===== src/rtl/aes_inv_key_sched_128.sv =====
`default_nettype none
// ============================================================================
// Module   : aes_inv_key_sched_128 (with sbox primitive)
// Brief    : AES-128 decryption key scheduler. Expands the cipher key forward
//            to round key 10, then streams round keys 10..0 over valid/ready.
// Revision : 1.0 - initial release
// ============================================================================

// AES forward S-box: multiplicative inverse in GF(2^8) followed by the affine map
module sbox (
  input  logic [7:0] i_byte,
  output logic [7:0] o_byte
);
  function automatic logic [7:0] gf_mul(input logic [7:0] a, input logic [7:0] b);
    logic [7:0] p;
    logic [7:0] aa;
    p  = 8'h00;
    aa = a;
    for (int i = 0; i < 8; i++) begin
      if (b[i]) p = p ^ aa;
      aa = {aa[6:0], 1'b0} ^ (aa[7] ? 8'h1b : 8'h00);
    end
    return p;
  endfunction

  function automatic logic [7:0] rotl(input logic [7:0] v, input int n);
    logic [15:0] d;
    d = {v, v} << n;
    return d[15:8];
  endfunction

  logic [7:0] w_x2, w_x3, w_x12, w_x15, w_x240, w_x254;

  // x^254 equals x^-1 for nonzero x and maps 0 to 0
  always_comb begin
    w_x2   = gf_mul(i_byte, i_byte);
    w_x3   = gf_mul(w_x2, i_byte);
    w_x12  = gf_mul(gf_mul(w_x3, w_x3), gf_mul(w_x3, w_x3));
    w_x15  = gf_mul(w_x12, w_x3);
    w_x240 = gf_mul(gf_mul(gf_mul(w_x15, w_x15), gf_mul(w_x15, w_x15)),
                    gf_mul(gf_mul(w_x15, w_x15), gf_mul(w_x15, w_x15)));
    w_x240 = gf_mul(w_x240, w_x240);
    w_x254 = gf_mul(gf_mul(w_x240, w_x12), w_x2);
    o_byte = w_x254 ^ rotl(w_x254, 1) ^ rotl(w_x254, 2) ^ rotl(w_x254, 3)
             ^ rotl(w_x254, 4) ^ 8'h63;
  end
endmodule

module aes_inv_key_sched_128 (
  input  logic         clk,
  input  logic         rst,
  input  logic         start,
  input  logic [127:0] key,
  output logic         busy,
  output logic [127:0] rk,
  output logic [3:0]   rk_round,
  output logic         rk_valid,
  input  logic         rk_ready,
  output logic         done
);
  localparam logic [1:0] c_IDLE = 2'd0;
  localparam logic [1:0] c_FWD  = 2'd1;
  localparam logic [1:0] c_REV  = 2'd2;

  logic [1:0]   r_state, w_state_nxt;
  logic [127:0] r_kr, w_kr_nxt;
  logic [3:0]   r_rnd, w_rnd_nxt;
  logic         r_done, w_done_nxt;

  logic [31:0]  w_w0, w_w1, w_w2, w_w3;
  logic [31:0]  w_sb_in, w_rot, w_sub, w_t;
  logic [3:0]   w_rcon_idx;
  logic [7:0]   w_rcon;
  logic [127:0] w_fwd, w_inv;
  logic         w_xfer;

  assign {w_w0, w_w1, w_w2, w_w3} = r_kr;

  // In REV the last word of the previous round key is recovered as w3^w2
  assign w_sb_in = (r_state == c_REV) ? (w_w3 ^ w_w2) : w_w3;
  assign w_rot   = {w_sb_in[23:0], w_sb_in[31:24]};

  genvar gi;
  generate
    for (gi = 0; gi < 4; gi++) begin : g_sbox
      sbox u_sbox (
        .i_byte (w_rot[8*gi +: 8]),
        .o_byte (w_sub[8*gi +: 8])
      );
    end
  endgenerate

  // Forward step uses rcon of the round being produced, reverse uses the current one
  assign w_rcon_idx = (r_state == c_FWD) ? (r_rnd + 4'd1) : r_rnd;

  // Round constant lookup
  always_comb begin
    case (w_rcon_idx)
      4'd1:    w_rcon = 8'h01;
      4'd2:    w_rcon = 8'h02;
      4'd3:    w_rcon = 8'h04;
      4'd4:    w_rcon = 8'h08;
      4'd5:    w_rcon = 8'h10;
      4'd6:    w_rcon = 8'h20;
      4'd7:    w_rcon = 8'h40;
      4'd8:    w_rcon = 8'h80;
      4'd9:    w_rcon = 8'h1b;
      4'd10:   w_rcon = 8'h36;
      default: w_rcon = 8'h00;
    endcase
  end

  assign w_t = w_sub ^ {w_rcon, 24'h000000};

  // Forward and inverse single-round key transforms
  always_comb begin
    w_fwd[127:96] = w_w0 ^ w_t;
    w_fwd[95:64]  = w_fwd[127:96] ^ w_w1;
    w_fwd[63:32]  = w_fwd[95:64] ^ w_w2;
    w_fwd[31:0]   = w_fwd[63:32] ^ w_w3;
    w_inv[31:0]   = w_w3 ^ w_w2;
    w_inv[63:32]  = w_w2 ^ w_w1;
    w_inv[95:64]  = w_w1 ^ w_w0;
    w_inv[127:96] = w_w0 ^ w_t;
  end

  assign w_xfer = (r_state == c_REV) && rk_ready;

  // State and datapath registers
  always_ff @(posedge clk) begin
    if (rst) begin
      r_state <= c_IDLE;
      r_kr    <= '0;
      r_rnd   <= '0;
      r_done  <= 1'b0;
    end else begin
      r_state <= w_state_nxt;
      r_kr    <= w_kr_nxt;
      r_rnd   <= w_rnd_nxt;
      r_done  <= w_done_nxt;
    end
  end

  // Next-state and datapath update
  always_comb begin
    w_state_nxt = r_state;
    w_kr_nxt    = r_kr;
    w_rnd_nxt   = r_rnd;
    w_done_nxt  = 1'b0;
    case (r_state)
      c_IDLE: begin
        if (start) begin
          w_state_nxt = c_FWD;
          w_kr_nxt    = key;
          w_rnd_nxt   = 4'd0;
        end
      end
      c_FWD: begin
        w_kr_nxt  = w_fwd;
        w_rnd_nxt = r_rnd + 4'd1;
        if (r_rnd == 4'd9) w_state_nxt = c_REV;
      end
      c_REV: begin
        if (w_xfer) begin
          if (r_rnd != 4'd0) begin
            w_kr_nxt  = w_inv;
            w_rnd_nxt = r_rnd - 4'd1;
          end else begin
            w_state_nxt = c_IDLE;
            w_done_nxt  = 1'b1;
          end
        end
      end
      default: w_state_nxt = c_IDLE;
    endcase
  end

  // Outputs are decoded from registers only
  always_comb begin
    busy     = (r_state != c_IDLE);
    rk_valid = (r_state == c_REV);
    rk       = rk_valid ? r_kr : '0;
    rk_round = rk_valid ? r_rnd : 4'd0;
    done     = r_done;
  end
endmodule
`default_nettype wire

===== config.mk =====
export PLATFORM = sky130hd
export DESIGN_NAME = aes_inv_key_sched_128
export DESIGN_NICKNAME = d
export VERILOG_FILES = /design/src/rtl/aes_inv_key_sched_128.sv
export SDC_FILE = /design/constraint.sdc
export NUM_CORES = 2
export LEC_CHECK = 0
export CORE_UTILIZATION = 48
export CTS_CLUSTER_SIZE = 14
export DETAILED_ROUTE_END_ITERATION = 7
export GPL_ROUTABILITY_DRIVEN = 0
export PLACE_DENSITY_LB_ADDON = 0.15
export SYNTH_ARGS = -nofsm -noshare
export SYNTH_HDL_FRONTEND = slang
export SYNTH_SLANG_ARGS = --single-unit

===== constraint.sdc =====
create_clock -name clk -period 22.4 [get_ports clk]
set_clock_uncertainty 0.1 [all_clocks]
set_input_delay 4.48 -clock clk [delete_from_list [all_inputs] [get_ports clk]]
set_output_delay 4.48 -clock clk [all_outputs]
set_load 0.02 [all_outputs]

==> reports/metrics.cfg <==
[outcome]
status=finished with violations
violations=design-rule violations

[setup_path]
r2r_start=r_state[0]
path_max_fanout=68
rr_endpoint=r_kr[24]
reg2reg_slack_ns=0.96
critPathLaunchType=flip-flop
slowest_delay_ns=0.63
cp_top_family=XOR/XNOR gates
critical_path_class=flip-flop to flip-flop
worstPathRequired_ns=22.60
cp_num_buf_inv=10
worstRegToRegCells=71
crit_path_top_delay_cell=xnor2_2
arrival_ns=21.64
cp-end-kind=flip-flop

[job]
drv_cap=0

[worst_hold_path]
holdCritStartpoint=r_kr[116]
whs_path_depth=2
hold_path.class=flip-flop to flip-flop
hold_end=r_kr[116]

[synth]
async_flop_share=0
synth_compound_area_frac=0.173
yosysUniqueCellTypes=129
synth_top_family_by_area=XOR/XNOR gates
synthFlopType=dfxtp_1
synth.mux.area_fraction=0.0449
ys_seq_elements=135
netlist_area_sq_um=58800
synth_fa_ha_area_frac=0.00906
synthCells=7537
synth_xor_area_frac=0.465
synth_nets=7710
avgSynthCellArea_sq_um=7.80
synth_edf_count=0
yosys_warnings=0
seq_area_frac_synth=0.0459
synthSimpleGateAreaFrac=0.212

[grt]
grt.overflow.total=0
track_usage=0.305
antenna_found_initial=6
grt_pass1_wl_um=306000
grt_pass1_vias=51339
grt_max_degree=86

[detailed_routing]
antenna_left=0
dr.pass1.iters=8
drt-total-wl_um=199000
wl_per_cell_um=21.5
vias_per_cell=6.03
drc=5
num_vias=55796
drtIter0Drc=5372

[clock_network]
cts_root_buf=clkbuf_16
cts_tree=done
numCtsBuffers=17
clk_latency_ns=0.45
clock_sinks=135
clock_path_buffers=2
hold_buffers=0
path_clk_slew_ns=0.06
cts_max_level=4

[sta]
hold_violations=0
max_freq_ghz=0.0466
tns_ns=0
tightestPinTransition_ns=1.31
timing.slew.headroom=0.126
min_period_ns=21.44
drv_slew=0
finalCritPeriodShare=0.957
hold_slack_ns=0.399
setup_violations=0

[placed_design]
placed_cell_area_sq_um=63500
place_inst=9184
io_buffer_count=266
hpwlAfterDp_um=151000

[final_layout]
n_fill_cell=11597
multiInputGateArea_sq_um=54300
nets=7785
seq_area_sq_um=2700
syn_to_final_growth_pct=11.5
final_cell_mix=xnor2_1 (1,180), nor2_1 (1,009), nand2_1 (584)
finalNonFillerCells=9253
drive_gt1_frac=0.112
final_common_cell=xnor2_1
final_area_sq_um=65600

[floorplan]
design.die.area_sq_um=124000
die_h_um=352
die_x_um=352
core_sq_um=122000
rows=128
io_pins=267
start_util=0.483

synthesized netlist by cell type (120+ instances only):
cell / instances / area share
and2_1: 166 / 0.018
a21oi_1: 307 / 0.026
clkbuf_1: 345 / 0.022
nand3_1: 127 / 0.011
nand2_1: 585 / 0.037
buf_2: 120 / 0.010
dfxtp_1: 135 / 0.046
xor2_1: 455 / 0.068
nor2_1: 1009 / 0.064
xnor3_1: 362 / 0.14
o21ai_0: 276 / 0.023
inv_1: 122 / 0.0078
xnor2_1: 1250 / 0.19
mux2i_1: 198 / 0.034
nor3_1: 225 / 0.019
flip-flops by register name, indices dropped and copies added, names as in the netlist:
signal / cells
r_state: 2
r_rnd: 4
r_kr: 128
done: 1
how the worst max path moves through the flow:
stage / start / end / cells past startpoint
2_1_floorplan: r_state[0] / r_kr[6] / 91
3_3_place_gp: r_state[0] / r_kr[114] / 75
3_5_place_dp: r_state[0] / r_kr[24] / 70
4_1_cts: r_state[0] / r_kr[6] / 75
5_1_grt: r_state[0] / r_kr[6] / 79
6_report: r_state[0] / r_kr[24] / 71
worst register-to-register path: cells and delay by family (launching register included):
kind / cells / cell delay (ns)
and+or+nand+nor: 15 / 4.07
muxes: 3 / 0.85
DFF: 1 / 0.37
xor gates and xnor gates: 30 / 10.27
adders and majority gates: 4 / 1.61
buffers and inverters: 10 / 2.09
AOI/OAI and AO/OA: 9 / 1.93
per-stage QoR:
step	setup WS, ns	util
after floorplan	0.638	-
after global placement	-0.408	0.522
after detailed placement	-0.795	0.522
after CTS	0.103	0.528
after global routing	-0.161	0.539
final	0.958	0.539
routing by layer:
metal  share of wire  GRT usage  wire [um]
met5         0.00026          0         51
met4           0.034     0.0886       6680
met3           0.075     0.0333      15000
met2            0.46      0.495      91400
met1            0.43      0.424      86200
cell families (layout without fill, tap and decap cells):
kind of cell               Yosys count  count (layout)
and+or+nand+nor                   2645            2645
AOI/OAI and AO/OA                 1482            1482
muxes                              254             254
DFF                                135             135
other                                0               3
adders and majority gates           43              43
xor gates and xnor gates          2284            2284
buffers and inverters              694             782
layout make-up:
type,instances,area share
inverter,151,0.00874
clock inverter,11,0.00221
tap,1625,0.0310
clock buffer,21,0.00733
multi-input combinational,6708,0.829
sequential,135,0.0412
timing repair buffer,599,0.0805
antenna,3,0.000115
repair_timing:
| item | CTS | global route |
|---|---|---|
| cloned | 1 | 0 |
| hold endpoints to repair | 0 | 0 |
| buffers inserted | 0 | 33 |
| pin swaps | 0 | 21 |
| gates resized for setup | 19 | 133 |
| endpoints found under the setup margin | 63 | 128 |
Power is not shown: default switching activity piles up to over one toggle a cycle in this logic, so the estimate is an artifact.
